==> config.mk <==
export PLATFORM = sky130hd
export DESIGN_NAME = elev_request_queue_flat
export DESIGN_NICKNAME = d
export VERILOG_FILES = /design/src/rtl/elev_pkg.sv /design/src/rtl/elev_request_queue_if.sv /design/src/rtl/elev_btn_sync.sv /design/src/rtl/elev_request_queue.sv /design/src/flat_wrapper.sv
export SDC_FILE = /design/constraint.sdc
export NUM_CORES = 1
export LEC_CHECK = 0
export CAP_MARGIN = 20
export CORE_UTILIZATION = 55
export CTS_BUF_LIST = sky130_fd_sc_hd__clkbuf_8
export CTS_CLUSTER_SIZE = 30
export DETAILED_ROUTE_END_ITERATION = 6
export HOLD_SLACK_MARGIN = 0.05
export PLACE_DENSITY = 0.79
export SETUP_SLACK_MARGIN = 0.2
export SYNTH_ARGS = -nofsm -noshare
export SYNTH_HDL_FRONTEND = slang
export SYNTH_SLANG_ARGS = --single-unit
==> constraint.sdc <==
create_clock -name clock -period 6.7 [get_ports clock]
set_input_delay 1.005 -clock clock [delete_from_list [all_inputs] [get_ports clock]]
set_output_delay 1.005 -clock clock [all_outputs]
set_load 0.1 [all_outputs]
==> src/rtl/elev_pkg.sv <==
// Shared types and helpers for the elevator request path.
//   dir_t       : last travel direction seen by the request queue
//   N_FLOORS    : default floor count
//   FLOOR_W     : default floor index width
//   above_mask  : floors strictly above a given floor (below_mask derived)
package elev_pkg;

  typedef enum logic [1:0] {
    DIR_IDLE = 2'd0,
    DIR_UP   = 2'd1,
    DIR_DOWN = 2'd2
  } dir_t;

  localparam int N_FLOORS   = 10;
  localparam int FLOOR_W    = 4;
  // Masks are built at a fixed wide width so any floor count up to this fits;
  // callers keep the low n bits.
  localparam int MAX_FLOORS = 32;

  function automatic logic [MAX_FLOORS-1:0] above_mask(input int unsigned fl,
                                                       input int unsigned n = N_FLOORS);
    logic [MAX_FLOORS-1:0] m;
    m = '0;
    for (int unsigned i = 0; i < MAX_FLOORS; i++)
      m[i] = (i > fl) && (i < n);
    return m;
  endfunction

  function automatic logic [MAX_FLOORS-1:0] below_mask(input int unsigned fl,
                                                       input int unsigned n = N_FLOORS);
    logic [MAX_FLOORS-1:0] valid;
    valid = '0;
    for (int unsigned i = 0; i < MAX_FLOORS; i++)
      valid[i] = (i < n);
    // Everything valid that is neither above nor the floor itself.
    return valid & ~above_mask(fl, n) & ~({{(MAX_FLOORS-1){1'b0}}, 1'b1} << fl);
  endfunction

endpackage

==> src/rtl/elev_request_queue_if.sv <==
// Button / position / pending-request bundle between the button panel side
// (master) and elev_request_queue (slave).
//   buttons_*        : raw cabin and hall buttons
//   floor, open_door : car position and door state from elev_ctrl
//   up/down_signal   : car motion from elev_ctrl
//   pend_*, requests : pending requests and their per-floor merge
//   req_above/below/here, new_req : summaries for elev_ctrl
interface elev_request_queue_if #(
  parameter int N_FLOORS = elev_pkg::N_FLOORS,
  parameter int FLOOR_W  = elev_pkg::FLOOR_W
);
  logic [N_FLOORS-1:0] buttons_inside;
  logic [N_FLOORS-2:0] buttons_outside_up;
  logic [N_FLOORS-1:1] buttons_outside_down;
  logic [FLOOR_W-1:0]  floor;
  logic                open_door;
  logic                up_signal;
  logic                down_signal;
  logic [N_FLOORS-1:0] pend_in;
  logic [N_FLOORS-2:0] pend_up;
  logic [N_FLOORS-1:1] pend_down;
  logic [N_FLOORS-1:0] requests;
  logic                req_above;
  logic                req_below;
  logic                req_here;
  logic                new_req;

  modport master (
    output buttons_inside, buttons_outside_up, buttons_outside_down,
           floor, open_door, up_signal, down_signal,
    input  pend_in, pend_up, pend_down, requests,
           req_above, req_below, req_here, new_req
  );

  modport slave (
    input  buttons_inside, buttons_outside_up, buttons_outside_down,
           floor, open_door, up_signal, down_signal,
    output pend_in, pend_up, pend_down, requests,
           req_above, req_below, req_here, new_req
  );
endinterface

==> src/rtl/elev_btn_sync.sv <==
// Button synchroniser plus rising-edge pulse.
//   clock, reset : system clock, async active-high reset
//   btn          : raw asynchronous buttons
//   rise         : one-cycle pulse per synchronised 0->1 transition
// Edges are suppressed until the chain has refilled after reset, so a button
// held across reset release never produces a pulse.
module elev_btn_sync #(
  parameter int WIDTH       = 1,
  parameter int SYNC_STAGES = 2
) (
  input  logic             clock,
  input  logic             reset,
  input  logic [WIDTH-1:0] btn,
  output logic [WIDTH-1:0] rise
);

  logic [SYNC_STAGES-1:0][WIDTH-1:0] sync_q;
  logic [WIDTH-1:0]                  prev_q;
  logic [SYNC_STAGES:0]              vld_pipe;

  always_ff @(posedge clock or posedge reset) begin
    if (reset) begin
      sync_q   <= '0;
      prev_q   <= '0;
      vld_pipe <= '0;
    end else begin
      sync_q   <= {sync_q[SYNC_STAGES-2:0], btn};
      prev_q   <= sync_q[SYNC_STAGES-1];
      vld_pipe <= {vld_pipe[SYNC_STAGES-1:0], 1'b1};
    end
  end

  // prev_q only tracks real samples once SYNC_STAGES+1 edges have passed.
  assign rise = vld_pipe[SYNC_STAGES] ? (sync_q[SYNC_STAGES-1] & ~prev_q) : '0;

endmodule

==> src/rtl/elev_request_queue.sv <==
// Pending request store for the elevator controller.
//   clock, reset : system clock, async active-high reset
//   bus (slave)  : buttons and car state in; pending vectors, merged
//                  requests, above/below/here summaries and new_req out
// Buttons set pending bits on their synchronised rising edge; an open door
// clears them with a collective rule that keeps the hall call for the
// opposite direction while requests remain ahead of the car.
module elev_request_queue #(
  parameter int N_FLOORS    = elev_pkg::N_FLOORS,
  parameter int FLOOR_W     = elev_pkg::FLOOR_W,
  parameter int SYNC_STAGES = 2
) (
  input logic                 clock,
  input logic                 reset,
  elev_request_queue_if.slave bus
);
  import elev_pkg::*;

  logic [N_FLOORS-1:0] in_rise;
  logic [N_FLOORS-2:0] up_rise;
  logic [N_FLOORS-1:1] dn_rise;

  elev_btn_sync #(.WIDTH(N_FLOORS), .SYNC_STAGES(SYNC_STAGES)) u_sync_in (
    .clock(clock), .reset(reset), .btn(bus.buttons_inside), .rise(in_rise));
  elev_btn_sync #(.WIDTH(N_FLOORS-1), .SYNC_STAGES(SYNC_STAGES)) u_sync_up (
    .clock(clock), .reset(reset), .btn(bus.buttons_outside_up), .rise(up_rise));
  elev_btn_sync #(.WIDTH(N_FLOORS-1), .SYNC_STAGES(SYNC_STAGES)) u_sync_dn (
    .clock(clock), .reset(reset), .btn(bus.buttons_outside_down), .rise(dn_rise));

  dir_t                last_dir, last_dir_n;
  logic [N_FLOORS-1:0] pend_in_q;
  logic [N_FLOORS-2:0] pend_up_q;
  logic [N_FLOORS-1:1] pend_dn_q;
  logic                new_req_q;

  // Merged per-floor view; missing hall bits at the ends contribute 0.
  logic [N_FLOORS-1:0] req;
  always_comb begin
    req                = pend_in_q;
    req[N_FLOORS-2:0]  = req[N_FLOORS-2:0] | pend_up_q;
    req[N_FLOORS-1:1]  = req[N_FLOORS-1:1] | pend_dn_q;
  end

  logic               in_range;
  logic [FLOOR_W-1:0] floor_sat;
  assign in_range  = int'(bus.floor) < N_FLOORS;
  assign floor_sat = in_range ? bus.floor : FLOOR_W'(N_FLOORS-1);

  logic [MAX_FLOORS-1:0] above_full, below_full;
  logic                  has_above, has_below;
  logic                  unused_mask_hi;
  assign above_full     = above_mask(32'(floor_sat), N_FLOORS);
  assign below_full     = below_mask(32'(floor_sat), N_FLOORS);
  assign has_above      = |(req & above_full[N_FLOORS-1:0]);
  assign has_below      = |(req & below_full[N_FLOORS-1:0]);
  assign unused_mask_hi = ^{above_full[MAX_FLOORS-1:N_FLOORS], below_full[MAX_FLOORS-1:N_FLOORS]};

  // Clear masks: fhot marks the served floor only while the door is open there.
  logic [N_FLOORS-1:0] fhot;
  logic                up_clr_en, dn_clr_en;
  logic [N_FLOORS-2:0] clr_up;
  logic [N_FLOORS-1:1] clr_dn;

  assign fhot = (bus.open_door && in_range) ?
                ({{(N_FLOORS-1){1'b0}}, 1'b1} << bus.floor) : '0;

  always_comb begin
    up_clr_en = 1'b1;
    dn_clr_en = 1'b1;
    case (last_dir)
      DIR_UP:   dn_clr_en = ~has_above;  // keep the down call while work remains above
      DIR_DOWN: up_clr_en = ~has_below;  // keep the up call while work remains below
      default: ;
    endcase
  end

  assign clr_up = up_clr_en ? fhot[N_FLOORS-2:0] : '0;
  assign clr_dn = dn_clr_en ? fhot[N_FLOORS-1:1] : '0;

  // Both motion bits at once is illegal and leaves the direction unchanged.
  always_comb begin
    last_dir_n = last_dir;
    if (bus.up_signal && !bus.down_signal)      last_dir_n = DIR_UP;
    else if (bus.down_signal && !bus.up_signal) last_dir_n = DIR_DOWN;
  end

  always_ff @(posedge clock or posedge reset) begin
    if (reset) begin
      last_dir  <= DIR_IDLE;
      pend_in_q <= '0;
      pend_up_q <= '0;
      pend_dn_q <= '0;
      new_req_q <= 1'b0;
    end else begin
      last_dir  <= last_dir_n;
      // Clear wins over a same-cycle set: the open door serves the press.
      pend_in_q <= (pend_in_q | in_rise) & ~fhot;
      pend_up_q <= (pend_up_q | up_rise) & ~clr_up;
      pend_dn_q <= (pend_dn_q | dn_rise) & ~clr_dn;
      new_req_q <= (|(in_rise & ~pend_in_q & ~fhot)) |
                   (|(up_rise & ~pend_up_q & ~clr_up)) |
                   (|(dn_rise & ~pend_dn_q & ~clr_dn));
    end
  end

  assign bus.pend_in   = pend_in_q;
  assign bus.pend_up   = pend_up_q;
  assign bus.pend_down = pend_dn_q;
  assign bus.requests  = req;
  assign bus.req_above = has_above;
  assign bus.req_below = has_below;
  assign bus.req_here  = in_range & req[floor_sat];
  assign bus.new_req   = new_req_q;

endmodule

==> src/flat_wrapper.sv <==
// flat-port wrapper written by rule: the top's interface ports become plain ports
module elev_request_queue_flat import elev_pkg::*;
#(
  parameter int N_FLOORS    = elev_pkg::N_FLOORS,
  parameter int FLOOR_W     = elev_pkg::FLOOR_W,
  parameter int SYNC_STAGES = 2
)
  (clock, reset, bus_buttons_inside, bus_buttons_outside_up, bus_buttons_outside_down, bus_floor, bus_open_door, bus_up_signal, bus_down_signal, bus_pend_in, bus_pend_up, bus_pend_down, bus_requests, bus_req_above, bus_req_below, bus_req_here, bus_new_req);
  elev_request_queue_if #(.N_FLOORS(N_FLOORS), .FLOOR_W(FLOOR_W)) bus_i ();
  input logic clock;
  input logic reset;
  input wire logic [$bits(bus_i.buttons_inside)-1:0] bus_buttons_inside;
  input wire logic [$bits(bus_i.buttons_outside_up)-1:0] bus_buttons_outside_up;
  input wire logic [$bits(bus_i.buttons_outside_down)-1:0] bus_buttons_outside_down;
  input wire logic [$bits(bus_i.floor)-1:0] bus_floor;
  input wire logic [$bits(bus_i.open_door)-1:0] bus_open_door;
  input wire logic [$bits(bus_i.up_signal)-1:0] bus_up_signal;
  input wire logic [$bits(bus_i.down_signal)-1:0] bus_down_signal;
  output wire logic [$bits(bus_i.pend_in)-1:0] bus_pend_in;
  output wire logic [$bits(bus_i.pend_up)-1:0] bus_pend_up;
  output wire logic [$bits(bus_i.pend_down)-1:0] bus_pend_down;
  output wire logic [$bits(bus_i.requests)-1:0] bus_requests;
  output wire logic [$bits(bus_i.req_above)-1:0] bus_req_above;
  output wire logic [$bits(bus_i.req_below)-1:0] bus_req_below;
  output wire logic [$bits(bus_i.req_here)-1:0] bus_req_here;
  output wire logic [$bits(bus_i.new_req)-1:0] bus_new_req;
  assign bus_i.buttons_inside = bus_buttons_inside;
  assign bus_i.buttons_outside_up = bus_buttons_outside_up;
  assign bus_i.buttons_outside_down = bus_buttons_outside_down;
  assign bus_i.floor = bus_floor;
  assign bus_i.open_door = bus_open_door;
  assign bus_i.up_signal = bus_up_signal;
  assign bus_i.down_signal = bus_down_signal;
  assign bus_pend_in = bus_i.pend_in;
  assign bus_pend_up = bus_i.pend_up;
  assign bus_pend_down = bus_i.pend_down;
  assign bus_requests = bus_i.requests;
  assign bus_req_above = bus_i.req_above;
  assign bus_req_below = bus_i.req_below;
  assign bus_req_here = bus_i.req_here;
  assign bus_new_req = bus_i.new_req;
  elev_request_queue #(.N_FLOORS(N_FLOORS), .FLOOR_W(FLOOR_W), .SYNC_STAGES(SYNC_STAGES)) u_core (.clock(clock), .reset(reset), .bus(bus_i));
endmodule
==> results.json <==
{
  "outcome": "complete, no violations",
  "async_reset_ff_share_pct": 100,
  "clk_path_buf_depth": 2,
  "criticalPathCategory": "in2out",
  "htreeDepth": 4,
  "core-area_mm2": 0.00777,
  "path_clk_slew_ns": 0.08,
  "fin_ws_ns": 1.58,
  "place.detailed.hpwl_mm": 6.68,
  "cp_common_cell": "clkdlybuf4s50_1",
  "yosysWarnings": 0,
  "hold_buffers": 0,
  "via_per_inst": 5.46,
  "clock_skew_ns": 0.0123,
  "num_vias": 2930,
  "placed_area_mm2": 0.00530,
  "crit_required_ns": 5.69,
  "place_congestion": 0.807,
  "synth_edf_count": 0,
  "regToRegSetupSlack_ns": 4.49,
  "cp-end-kind": "primary output",
  "path_buf_inv": 2,
  "antenna_found_initial": 0,
  "setup_viol": 0,
  "power_density_mw_per_mm2": 319,
  "slew_headroom_pct": 33.5,
  "hold_violations": 0,
  "cap_violations": 0,
  "drive_gt1_share_pct": 13.8,
  "synth_fp_nets": 369,
  "numClockSinks": 118,
  "synth.cell_area_mm2": 0.00444,
  "critPathMaxFanout": 15,
  "final_common_cell": "dfrtp_1",
  "fp.dieH_um": 91.8,
  "diodes": 0,
  "yosysSeqAreaShare_pct": 66.5,
  "numCtsBuffers": 17,
  "io_buffers": 78,
  "synthTopCellsByArea": "dfrtp_1 67%, and3b_1 2.6%, o22a_1 2.6%, nor2b_1 2.3%, inv_1 2.0%",
  "initial_core_util_pct": 57.1,
  "io_pins": 79,
  "dieArea_mm2": 0.00843,
  "synth_top_area_share_pct": 66.5,
  "design_area_mm2": 0.00568,
  "pre_cts_ws_ns": 1.60,
  "hp-class": "reg2reg",
  "drt-wirelength-per-cell_um": 17.8,
  "crit_arrival_ns": 4.12,
  "maxSlewViolCount": 0,
  "syn_to_final_growth_pct": 27.9,
  "grt_max_degree": 82,
  "slowest_stage": "clkdlybuf4s50_1",
  "p_leak_nw": 2.39,
  "grt_remaining_overflow": 0,
  "period_minus_slack_ns": 5.12,
  "ys_types": 56,
  "fmax_mhz": 195,
  "post_cts_buffers": 0,
  "timing.final.crit_share_pct": 76.5,
  "nets": 460,
  "syn_avg_cell_area_um2": 13.4,
  "path_delay_family": "buffers and inverters",
  "synth_top_area_cell": "dfrtp_1",
  "rsz0062_at_grt": "no",
  "drt_iter0_drc": 123,
  "firstDrtPassIters": 4,
  "cts_tree": "built",
  "grtUsageTotal_pct": 25.1,
  "tightest_slew_ns": 0.995,
  "grt_pass1_wl_mm": 15.5,
  "synthFlopType": "dfrtp_1",
  "cts-root-buf": "clkbuf_8",
  "synth_cells": 331,
  "ir_drop_v": 0.000255,
  "tns_ns": 0,
  "wirelength_mm": 9.55,
  "row_count": 32,
  "crit_path_start_kind": "input pin",
  "ys_seq_elements": 118,
  "path_cells": "clkdlybuf4s50_1 -> nor2_1 -> mux4_1 -> a221oi_1 -> clkdlybuf4s50_1",
  "final_cell_mix": "118 x dfrtp_1, 78 x clkdlybuf4s50_1, 24 x inv_1",
  "cts_resized": 0,
  "postRouteAntennaNets": 0,
  "grt_pass1_vias": 3080,
  "crit_path_max_incr_delay_ns": 1.19,
  "clock_latency_ns": 0.43,
  "die_w_um": 91.8,
  "drc": 0
}
stage by stage:
step,util (%),hold WS (ns),std cells,power (mW)
6_report,73.1,0.350,537,1.81
5_1_grt,73.1,0.358,537,1.88
4_1_cts,73.1,0.353,537,1.83
3_5_place_dp,68.2,0.335,505,1.21
3_3_place_gp,68.2,0.331,505,1.20
2_1_floorplan,-,0.331,331,1.10
where the power goes:
group	internal [mW]	leakage [nW]	switching [mW]
Combinational	0.102	0.881	0.281
Clock	0.301	0.184	0.316
Sequential	0.765	1.33	0.0467
path summary, 6_finish.rpt:
check / startpoint / end / depth (start not counted)
hold / removal: u_core.u_sync_in.vld_pipe[1]$_DFF_PP0_ / u_core.u_sync_dn.vld_pipe[2]$_DFF_PP0_ / 0
max in group asynchronous: reset / u_core.u_sync_dn.sync_q[2]$_DFF_PP0_ / 3
min in group asynchronous: reset / u_core.u_sync_in.prev_q[9]$_DFF_PP0_ / 2
setup reg to reg: u_core.u_sync_dn.vld_pipe[2]$_DFF_PP0_ / u_core.bus.new_req$_DFF_PP0_ / 5
setup / recovery: bus_floor[0] / bus_req_here / 5
hold reg to reg: u_core.u_sync_in.vld_pipe[1]$_DFF_PP0_ / u_core.u_sync_dn.vld_pipe[2]$_DFF_PP0_ / 0
final cells by class:
type / instances / area [um^2]
Sequential cell: 118 / 2950
Fill cell: 529 / 2090
Multi-Input combinational cell: 181 / 1330
Timing Repair Buffer: 79 / 788
Clock buffer: 17 / 234
Clock inverter: 15 / 148
Tap cell: 102 / 128
Inverter: 25 / 96.3
Yosys cell counts, types with 4 or more instances:
master    number
a31oi_1        4
o21ai_0       10
and3b_1       13
nor3b_1        4
nor2b_1       16
o21a_1         7
nor3_2         5
nand2_1       11
o22a_1        13
nand3_1        5
dfrtp_1      118
nor2_1        15
a21oi_1        9
and3b_2        6
inv_1         24
nand3b_1       7
nor3_1         7
cell families after synthesis:
group | after synthesis | synth area share [%]
flops | 118 | 66.5
fa+ha+maj | 1 | 0.282
other cells | 1 | 0.0845
compound gates | 71 | 12.9
simple gates | 105 | 15.7
buf+inv | 32 | 3.47
mux | 3 | 1.07
sequential cells by signal, indices dropped and copies added (netlist names):
signal,flops
u_core.bus.new_req,1
u_core.bus.pend_down,9
u_core.bus.pend_in,10
u_core.bus.pend_up,9
u_core.last_dir,2
u_core.u_sync_dn.prev_q,9
u_core.u_sync_dn.sync_q,18
u_core.u_sync_dn.vld_pipe,1
u_core.u_sync_in.prev_q,10
u_core.u_sync_in.sync_q,20
u_core.u_sync_in.vld_pipe,2
u_core.u_sync_up.prev_q,9
u_core.u_sync_up.sync_q,18
layer usage:
| layer | track usage (%) | vias to the layer above | share of wire [%] |
|---|---|---|---|
| met2 | 40.5 | 103 | 49 |
| met1 | 32.3 | 1459 | 44 |
| met4 | 10.9 | 0 | 1.6 |
| met3 | 6.47 | 11 | 5.9 |
| met5 | 0 | - | 0 |
| li1 | - | 1357 | - |
Note: power is estimated with default switching activity, not from simulation.
